### config.mk
export PLATFORM = sky130hd
export DESIGN_NAME = rsa_data_loader
export DESIGN_NICKNAME = d
export VERILOG_FILES = /design/src/rtl/rsa_data_loader.sv
export SDC_FILE = /design/constraint.sdc
export NUM_CORES = 1
export LEC_CHECK = 0
export BUFFER_PORTS_ARGS = -buffer_cell sky130_fd_sc_hd__buf_2
export CAP_MARGIN = 20
export CORE_MARGIN = 2
export CORE_UTILIZATION = 55
export DETAILED_ROUTE_END_ITERATION = 8
export PLACE_DENSITY = 0.81
export SLEW_MARGIN = 20
export SYNTH_ARGS = -nofsm -noshare
export SYNTH_HDL_FRONTEND = slang
export SYNTH_SLANG_ARGS = --single-unit
export TNS_END_PERCENT = 30
### constraint.sdc
create_clock -name clk -period 3.34 [get_ports clk]
set_input_delay 0.334 -clock clk [delete_from_list [all_inputs] [get_ports clk]]
set_output_delay 0.334 -clock clk [all_outputs]
set_load 0.01 [all_outputs]
### src/rtl/rsa_data_loader.sv
// rsa_data_loader: packs host bytes into little-endian 32-bit words, writes them
// into data memory, then pulses the CPU start and waits for EndFlag.
module rsa_data_loader #(
  parameter logic [31:0] BASE_ADDR = 32'h0000_0000,
  parameter int unsigned NUM_WORDS = 4,
  parameter int unsigned ADDR_STEP = 4
) (
  input  logic        clk,
  input  logic        reset,
  input  logic        load_en,
  input  logic        in_valid,
  input  logic [7:0]  in_data,
  output logic        in_ready,
  output logic        mem_sel,
  output logic        mem_we,
  output logic [31:0] mem_addr,
  output logic [31:0] mem_wdata,
  output logic        start,
  input  logic        EndFlag,
  output logic        busy,
  output logic        done
);

  localparam int unsigned WORD_W = 32;
  localparam int unsigned CNT_W  = 8;
  localparam int unsigned BCNT_W = 2;

  localparam logic [CNT_W-1:0]  LAST_WORD = CNT_W'(NUM_WORDS);
  localparam logic [WORD_W-1:0] STEP      = WORD_W'(ADDR_STEP);

  typedef enum logic [2:0] {
    IDLE  = 3'd0,
    LOAD  = 3'd1,
    WRITE = 3'd2,
    START = 3'd3,
    RUN   = 3'd4,
    DONE  = 3'd5
  } state_t;

  state_t              state, state_d;
  logic [BCNT_W-1:0]   byte_cnt, byte_cnt_d;
  logic [CNT_W-1:0]    word_cnt, word_cnt_d;
  logic [WORD_W-1:0]   shift_d;
  logic [WORD_W-1:0]   addr_d;

  // State register
  always_ff @(posedge clk or posedge reset) begin
    if (reset) state <= IDLE;
    else       state <= state_d;
  end

  // Next-state and datapath next values; in_ready is a decoded register, so
  // a transfer is LOAD-state and in_valid.
  always_comb begin
    state_d    = state;
    byte_cnt_d = byte_cnt;
    word_cnt_d = word_cnt;
    shift_d    = mem_wdata;
    addr_d     = mem_addr;
    case (state)
      IDLE, DONE: begin
        if (load_en) begin
          state_d    = LOAD;
          byte_cnt_d = '0;
          word_cnt_d = '0;
          shift_d    = '0;
          addr_d     = BASE_ADDR;
        end
      end
      LOAD: begin
        if (in_valid) begin
          shift_d[{byte_cnt, 3'b000} +: 8] = in_data;
          byte_cnt_d = byte_cnt + BCNT_W'(1);
          if (byte_cnt == BCNT_W'(3)) state_d = WRITE;
        end
      end
      WRITE: begin
        word_cnt_d = word_cnt + CNT_W'(1);
        addr_d     = mem_addr + STEP;
        byte_cnt_d = '0;
        if (word_cnt + CNT_W'(1) == LAST_WORD) state_d = START;
        else                                   state_d = LOAD;
      end
      START: state_d = RUN;
      RUN: begin
        if (EndFlag) state_d = DONE;
      end
      default: state_d = IDLE;
    endcase
  end

  // Counters, packed word and next write address
  always_ff @(posedge clk or posedge reset) begin
    if (reset) begin
      byte_cnt  <= '0;
      word_cnt  <= '0;
      mem_wdata <= '0;
      mem_addr  <= BASE_ADDR;
    end else begin
      byte_cnt  <= byte_cnt_d;
      word_cnt  <= word_cnt_d;
      mem_wdata <= shift_d;
      mem_addr  <= addr_d;
    end
  end

  // Control outputs registered from the next state so they track state exactly
  always_ff @(posedge clk or posedge reset) begin
    if (reset) begin
      in_ready <= 1'b0;
      mem_sel  <= 1'b0;
      mem_we   <= 1'b0;
      start    <= 1'b0;
      busy     <= 1'b0;
      done     <= 1'b0;
    end else begin
      in_ready <= (state_d == LOAD);
      mem_sel  <= (state_d == LOAD) || (state_d == WRITE);
      mem_we   <= (state_d == WRITE);
      start    <= (state_d == START);
      busy     <= (state_d == LOAD) || (state_d == WRITE) ||
                  (state_d == START) || (state_d == RUN);
      done     <= (state_d == DONE);
    end
  end

endmodule

==> results of run 1 <==
cells in the mapped netlist, types with 3 or more instances:
cell | number | area (um2)
a21oi_1 | 6 | 30.03
a31oi_1 | 5 | 31.28
and3_1 | 11 | 68.82
and4_1 | 6 | 52.55
buf_2 | 3 | 15.01
buf_4 | 4 | 30.03
clkbuf_1 | 11 | 41.29
dfrtp_1 | 81 | 2027
ha_1 | 7 | 87.58
inv_1 | 38 | 142.6
mux2i_1 | 48 | 480.5
nand2_1 | 72 | 270.3
nand3_1 | 15 | 75.07
nand4_1 | 14 | 87.58
nor2_1 | 15 | 56.30
nor3_1 | 4 | 20.02
o211ai_1 | 5 | 37.54
o21ai_0 | 23 | 115.1
o31ai_1 | 7 | 52.55
worst max-delay path, stage by stage (launching register included):
cell and delay, ns:
dfrtp_1 0.78, or3b_1 0.71, nor4_4 0.69, nand3_1 0.20
mux2i_1 0.17
cell families (layout without fill, tap and decap cells):
logic type / count (synthesis) / after routing / share of synthesized area, %
simple gates: 161 / 161 / 21.05
flops: 81 / 81 / 49.14
buf+inv: 59 / 136 / 6.187
compound gates: 56 / 56 / 8.675
mux: 49 / 49 / 11.92
fa+ha+maj: 7 / 7 / 2.123
xor+xnor: 3 / 3 / 0.8191
other cells: 1 / 2 / 0.09090
power by group through the flow:
stage	Sequential, mW	Combinational [mW]	Clock [mW]
final	1.33	1.07	0.987
after global routing	1.37	1.18	1.05
after floorplan	1.35	0.764	0
after global placement	1.34	1.03	0
after CTS	1.33	1.08	1.00
after detailed placement	1.35	1.07	0
flip-flops by register name, summed over array words and instances (netlist names), 2 cells and up:
| name | cells |
|---|---|
| word_cnt | 8 |
| state | 3 |
| mem_addr | 30 |
| mem_wdata | 32 |
| byte_cnt | 2 |
through the flow:
step / hold WS [ns] / cell area, um2 / setup WS, ns / instances / total power [mW]
3_5_place_dp: 0.4197 / 4563 / 0.7179 / 579 / 2.412
3_3_place_gp: 0.3960 / 4563 / 0.8518 / 579 / 2.370
2_1_floorplan: 0.4711 / 4129 / 0.9259 / 418 / 2.113
5_1_grt: 0.05745 / 4842 / 0.4483 / 594 / 3.594
4_1_cts: 0.03981 / 4842 / 0.6844 / 594 / 3.408
6_report: 0.02295 / 4842 / 0.6683 / 594 / 3.385
how the worst max path moves through the flow:
stage	slack, ns	to	from
after floorplan	0.93	busy	reset
after global placement	0.85	mem_addr[14]	state[1]
after detailed placement	0.72	mem_addr[28]	state[1]
after CTS	0.68	mem_addr[28]	state[1]
after global routing	0.45	mem_addr[28]	state[1]
final	0.67	mem_addr[28]	state[1]
area by class of cell:
| type | count | area (um2) |
|---|---|---|
| clock buffer | 9 | 123.9 |
| clock inverter | 6 | 155.1 |
| fill | 578 | 2411 |
| inverter | 38 | 142.6 |
| multi-input combinational | 278 | 1847 |
| sequential | 81 | 2027 |
| tap | 99 | 123.9 |
| timing repair buffer | 83 | 422.9 |
metal layers:
metal	global-route usage, %	vias to the layer above	wire length, um	share of wire (%)
met2	36.82	87	4415	50
met5	0	-	0	0
met4	5.641	0	123	1.4
li1	-	1585	-	-
met3	5.927	13	442	5.0
met1	31.54	1642	3901	44
==> implementation parameters, run 1 <==
Parameter                              Value

Pwr
  Clock network power share ... 29.2%
  Worst-case vdd ir drop ... 0.4241 mV
  Static leakage ... 2.463 nW
  Power per standard cell area ... 699.0 mW/mm2
  Switching power as a share of total power ... 34.20%
  Internal power ... 2.227 mW
  Sequential fraction of design power ... 39.3%
  Switching Power ... 1.157 mW
  Share of total power in combinational logic ... 31.5%

Cells and area
  Post-layout nets ... 511
  Antenna Cells ... 0
  Commonest cells after routing, fill and taps aside ... dfrtp_1, buf_2, nand2_1, mux2i_1, inv_1
  Post-route core utilization ... 66.76%
  Most common cell after layout, fill and taps aside ... dfrtp_1
  Fraction of final layout cells with drive strength greater than 1 ... 22.63%
  Area delta synth->final ... 17.38%

Floorplanning
  Site row count ... 31
  Area of the die ... 0.008209 mm2
  Number of top-level pins ... 83
  Height of the die ... 90.61 um
  Die extent in x ... 90.61 um
  Core area ... 0.007253 mm2
  Initial cell density of the core ... 56.87%

Worst setup path
  Type of the worst setup path ... reg2reg
  Worst R2R Setup Slack ... 0.67 ns
  Endpoint class of the critical path ... flip-flop
  Maximum fanout along the worst path ... 19
  Worst Reg-to-Reg Cells ... 4
  Worst endpoint data arrival time ... 2.89 ns
  Critical path startpoint category ... flip-flop
  Critical path required time ... 3.56 ns
  Launching point of the worst reg2reg path ... state[1]
  Endpoint of the worst-slack reg-to-reg timing path ... mem_addr[28]

Timing
  Number of slew-limit violations in the final report ... 0
  Clock Skew ... 0.01193 ns
  Final TNS setup ... 0 ns
  Setup repair after global routing missed its margin ... no
  Final number of setup-violating endpoints ... 0
  Final min period ... 2.672 ns
  Hold violation total from the final report ... 0
  Maximum operating frequency ... 374.3 MHz
  Slew Limit Headroom ... 36.07%
  Period utilization ... 79.99%
  Worst-Margin Slew ... 0.9545 ns

Synth
  Proportion of synthesized flip-flops having asynchronous set or reset ... 100.0%
  Syn Area/Cell ... 9.893 um2
  Count of mapped cells out of synthesis ... 417
  Yosys warnings ... 0
  Synthesized flop and latch total ... 81
  Cell area after synthesis ... 0.004125 mm2
  Ys flop type ... dfrtp_1
  Post-synth cell types ... 48
  Seq/Total Area, Yosys ... 49.14%
  Number of enable-type register cells in the synthesized netlist ... 0

Global routing
  Overall global routing resource usage ... 23.00%
  Vias in the first global route ... 3177
  Antenna violations before repair ... 0
  Global-route wire length before repair ... 15280 um
  Maximum number of pins on one net before global-route repair ... 40
  Global-route congestion overflow total ... 0

Detailed routing
  Routed length per instance ... 14.95 um
  Remaining number of nets flagged by the antenna check after routing ... 0
  Drt first pass iters ... 4
  Iteration-0 DRC count of the detailed router ... 190
  DRC Markers ... 0
  Total number of vias ... 3327
  Vias per inst ... 5.601
  WL final ... 8882 um

Clocking
  Total number of clock tree sinks ... 81
  Depth of the CTS H-tree ... 3
  Number of buffers on the longest clock path ... 2
  Clock insertion delay at the later pin of the skew report ... 0.35 ns
  Number of setup buffers added after CTS ... 0
  Root buffer selected by CTS ... clkbuf_8
  Clock tree from TritonCTS ... done
  Number of gates resized after CTS ... 0
  CTS hold repair buffers ... 0
  Clock transition at the register clock pins on the worst setup and hold paths after CTS ... 0.08 ns
  Inserted Clock Buffers ... 9

Run status
  Outcome ... completed

Worst hold path
  Worst min-delay path class ... in2async

Run
  Max-capacitance violation count ... 0

Placed design
  Final HPWL DP ... 6195 um
  Number of port buffers ... 80
  Final Wtd Congestion ... 0.8211
Note: power is estimated with default switching activity, not from simulation.
==> run 2, diff against run 1 <==
- clock period: 3.34 -> 2.6 ns (I/O delays scaled with it)
==> run 2 against run 1 <==
  * The run now ends with hold timing left
  * Clock-buffer cell count increased by 2
  * Sequential share of layout area decreased by 0.13 points
  * Maximum frequency increased by 22%
  * Worst hold slack got worse by 0.027 ns
  * Setup slack got worse by 0.26 ns
  * Critical path depth increased by 1
  * Die area unchanged
  * Sequential cell count unchanged
  * Utilization increased by 0.21 points
  * Sequential power increased by 26%
  * Non-clock buffer count increased by 7
  * Critical path type unchanged
  * Critical endpoint is now mem_wdata[8]
  * Highest routed layer unchanged
==> implementation parameters, run 2 (same netlist as run 1, synthesis figures left out) <==
Parameter                              Value

Worst setup path
  Cell chain of the critical path ... buf_4 > xnor2_2 > a22oi_1 > nor3_2 > mux2i_1
  Maximum fanout along the worst path ... 10 (-9)
  Endpoint of the worst-slack reg-to-reg timing path ... mem_wdata[8]
  Worst Reg-to-Reg Cells ... 5 (+1)
  Crit-path max cell delay ... 0.72 ns (-0.06 ns)
  Critical path required time ... 2.88 ns (-0.68 ns)
  Cell type of the slowest stage on the worst timing path ... nor3_2
  Worst R2R Setup Slack ... 0.41 ns (-0.26 ns)
  CP bufs+invs ... 1 (+1)
  Endpoint class of the critical path ... flip-flop
  Type of the worst setup path ... reg2reg
  CP delay by family, top ... simple AND/OR/NAND/NOR gates
  Worst endpoint data arrival time ... 2.46 ns (-0.43 ns)
  Critical path startpoint category ... flip-flop
  Launching point of the worst reg2reg path ... state[2]

Clocking
  Root buffer selected by CTS ... clkbuf_8
  Clock transition at the register clock pins on the worst setup and hold paths after CTS ... 0.08 ns (about the same)
  CTS hold repair buffers ... 0 (unchanged)
  Inserted Clock Buffers ... 9 (unchanged)
  Number of setup buffers added after CTS ... 0 (unchanged)
  Depth of the CTS H-tree ... 3 (unchanged)
  Clock tree from TritonCTS ... done
  Number of gates resized after CTS ... 0 (unchanged)
  Total number of clock tree sinks ... 81 (unchanged)
  Number of buffers on the longest clock path ... 2 (unchanged)
  Clock insertion delay at the later pin of the skew report ... 0.36 ns (about the same)

Floorplanning
  Number of top-level pins ... 83 (unchanged)
  Die extent in x ... 90.61 um (unchanged)
  Initial cell density of the core ... 56.87% (unchanged)
  Height of the die ... 90.61 um (unchanged)
  Site row count ... 31 (unchanged)
  Area of the die ... 0.008209 mm2 (unchanged)
  Core area ... 0.007253 mm2 (unchanged)

Pwr
  Switching power as a share of total power ... 35.97% (+1.8 points)
  Clock network power share ... 24.9% (-4.3 points)
  Static leakage ... 2.477 nW (+0.57%)
  Switching Power ... 1.502 mW (+30%)
  Internal power ... 2.674 mW (+20%)
  Power per standard cell area ... 859.8 mW/mm2 (+23%)
  Worst-case vdd ir drop ... 0.5858 mV (+38%)
  Sequential fraction of design power ... 40.1% (+0.8 points)
  Share of total power in combinational logic ... 35.0% (+3.5 points)

Detailed routing
  Total number of vias ... 3342 (+0.45%)
  Routed length per instance ... 14.51 um (-3.0%)
  Remaining number of nets flagged by the antenna check after routing ... 0 (unchanged)
  Drt first pass iters ... 4 (unchanged)
  DRC Markers ... 0 (unchanged)
  WL final ... 8736 um (-1.6%)
  Vias per inst ... 5.551 (-0.88%)
  Iteration-0 DRC count of the detailed router ... 228 (+20%)

Cells and area
  Antenna Cells ... 0 (unchanged)
  Post-route core utilization ... 66.97% (+0.21 points)
  Multi-input logic area ... 0.001847 mm2 (unchanged)
  Flip-flop count of the largest register, all copies and words added ... 32 (unchanged)
  Fraction of final layout cells with drive strength greater than 1 ... 23.86% (+1.2 points)
  Sequential cell area in the final layout ... 0.002027 mm2 (unchanged)
  Post-layout nets ... 518 (+1.4%)
  Register name with the most flops ... mem_wdata
  Commonest cells after routing, fill and taps aside ... dfrtp_1, buf_2, nand2_1, mux2i_1, inv_1
  Number of filler instances in the final layout ... 582 (+0.69%)
  Most common cell after layout, fill and taps aside ... dfrtp_1
  Area delta synth->final ... 17.74%
  Biggest registers after layout ... mem_wdata (32), mem_addr (30), word_cnt (8)

Global routing
  Overall global routing resource usage ... 22.60% (-0.39 points)
  Global-route wire length before repair ... 15000 um (-1.9%)
  Antenna violations before repair ... 0 (unchanged)
  Maximum number of pins on one net before global-route repair ... 82 (+110%)
  Global-route congestion overflow total ... 0 (unchanged)
  Vias in the first global route ... 3124 (-1.7%)

Timing
  Clock Skew ... 0.008696 ns (-0.003237 ns)
  Final TNS setup ... 0 ns (unchanged)
  Slew Limit Headroom ... 46.27% (+10 points)
  Setup repair after global routing missed its margin ... no
  Hold violation total from the final report ... 3 (+3)
  Final min period ... 2.187 ns (-0.4847 ns)
  Number of slew-limit violations in the final report ... 0 (unchanged)
  Worst-Margin Slew ... 0.8015 ns (-0.1530 ns)
  Final number of setup-violating endpoints ... 0 (unchanged)
  Period utilization ... 84.12% (+4.1 points)
  Maximum operating frequency ... 457.2 MHz (+22%)
  Tightest hold margin ... -0.004028 ns (-0.02698 ns)

Run status
  Outcome ... complete, but fails checks
  Violated checks ... hold timing

Run
  Max-capacitance violation count ... 0 (unchanged)

Worst hold path
  Worst min-delay path class ... in2async

Placed design
  Final Wtd Congestion ... 0.8329 (+1.4%)
  Final HPWL DP ... 6243 um (+0.78%)
  Number of port buffers ... 80 (unchanged)
## run 2: routing by layer
metal,track usage (%),vias up,wire [um]
met2,36.32,87,4264
li1,-,1599,-
met3,3.255,14,356
met5,0,-,0
met1,31.01,1642,3941
met4,9.103,0,174
## run 2: worst min-delay path, cell delays in order
cell	delay, ns
buf_2	0.10
inv_2	0.06
buf_12	0.35
## run 2: power groups by stage
stage	logic [mW]	clock network, mW	registers [mW]
after detailed placement	1.47	0	1.69
after CTS	1.48	1.06	1.67
after global routing	1.61	1.11	1.71
after floorplan	0.981	0	1.73
after global placement	1.42	0	1.69
final	1.46	1.04	1.68
## run 2: through the flow
stage | cell area [um2] | total power [mW] | cells | hold slack [ns] | setup WS, ns
final | 4857 | 4.176 | 602 | -0.004028 | 0.4130
after global routing | 4857 | 4.432 | 602 | 0.04426 | 0.2447
after CTS | 4857 | 4.206 | 602 | 0.01272 | 0.3961
after detailed placement | 4628 | 3.158 | 586 | 0.4025 | 0.4176
after global placement | 4628 | 3.105 | 586 | 0.3903 | 0.5112
after floorplan | 4129 | 2.714 | 418 | 0.3971 | 0.2599
## run 2: how the worst max path moves through the flow
stage,cells past startpoint,from,to
2_1_floorplan,1,reset,busy
3_3_place_gp,5,state[2],mem_wdata[13]
3_5_place_dp,4,state[0],mem_addr[28]
4_1_cts,5,state[2],mem_wdata[8]
5_1_grt,5,state[2],mem_wdata[24]
6_report,5,state[2],mem_wdata[8]
## run 2: final cells by class
type                            count  share of cell area [%]
Sequential cell                    81                   41.73
Multi-Input combinational cell    278                   38.02
Timing Repair Buffer               90                   10.05
Clock buffer                       11                   3.117
Inverter                           38                   2.937
Tap cell                           99                   2.550
Clock inverter                      5                   1.597
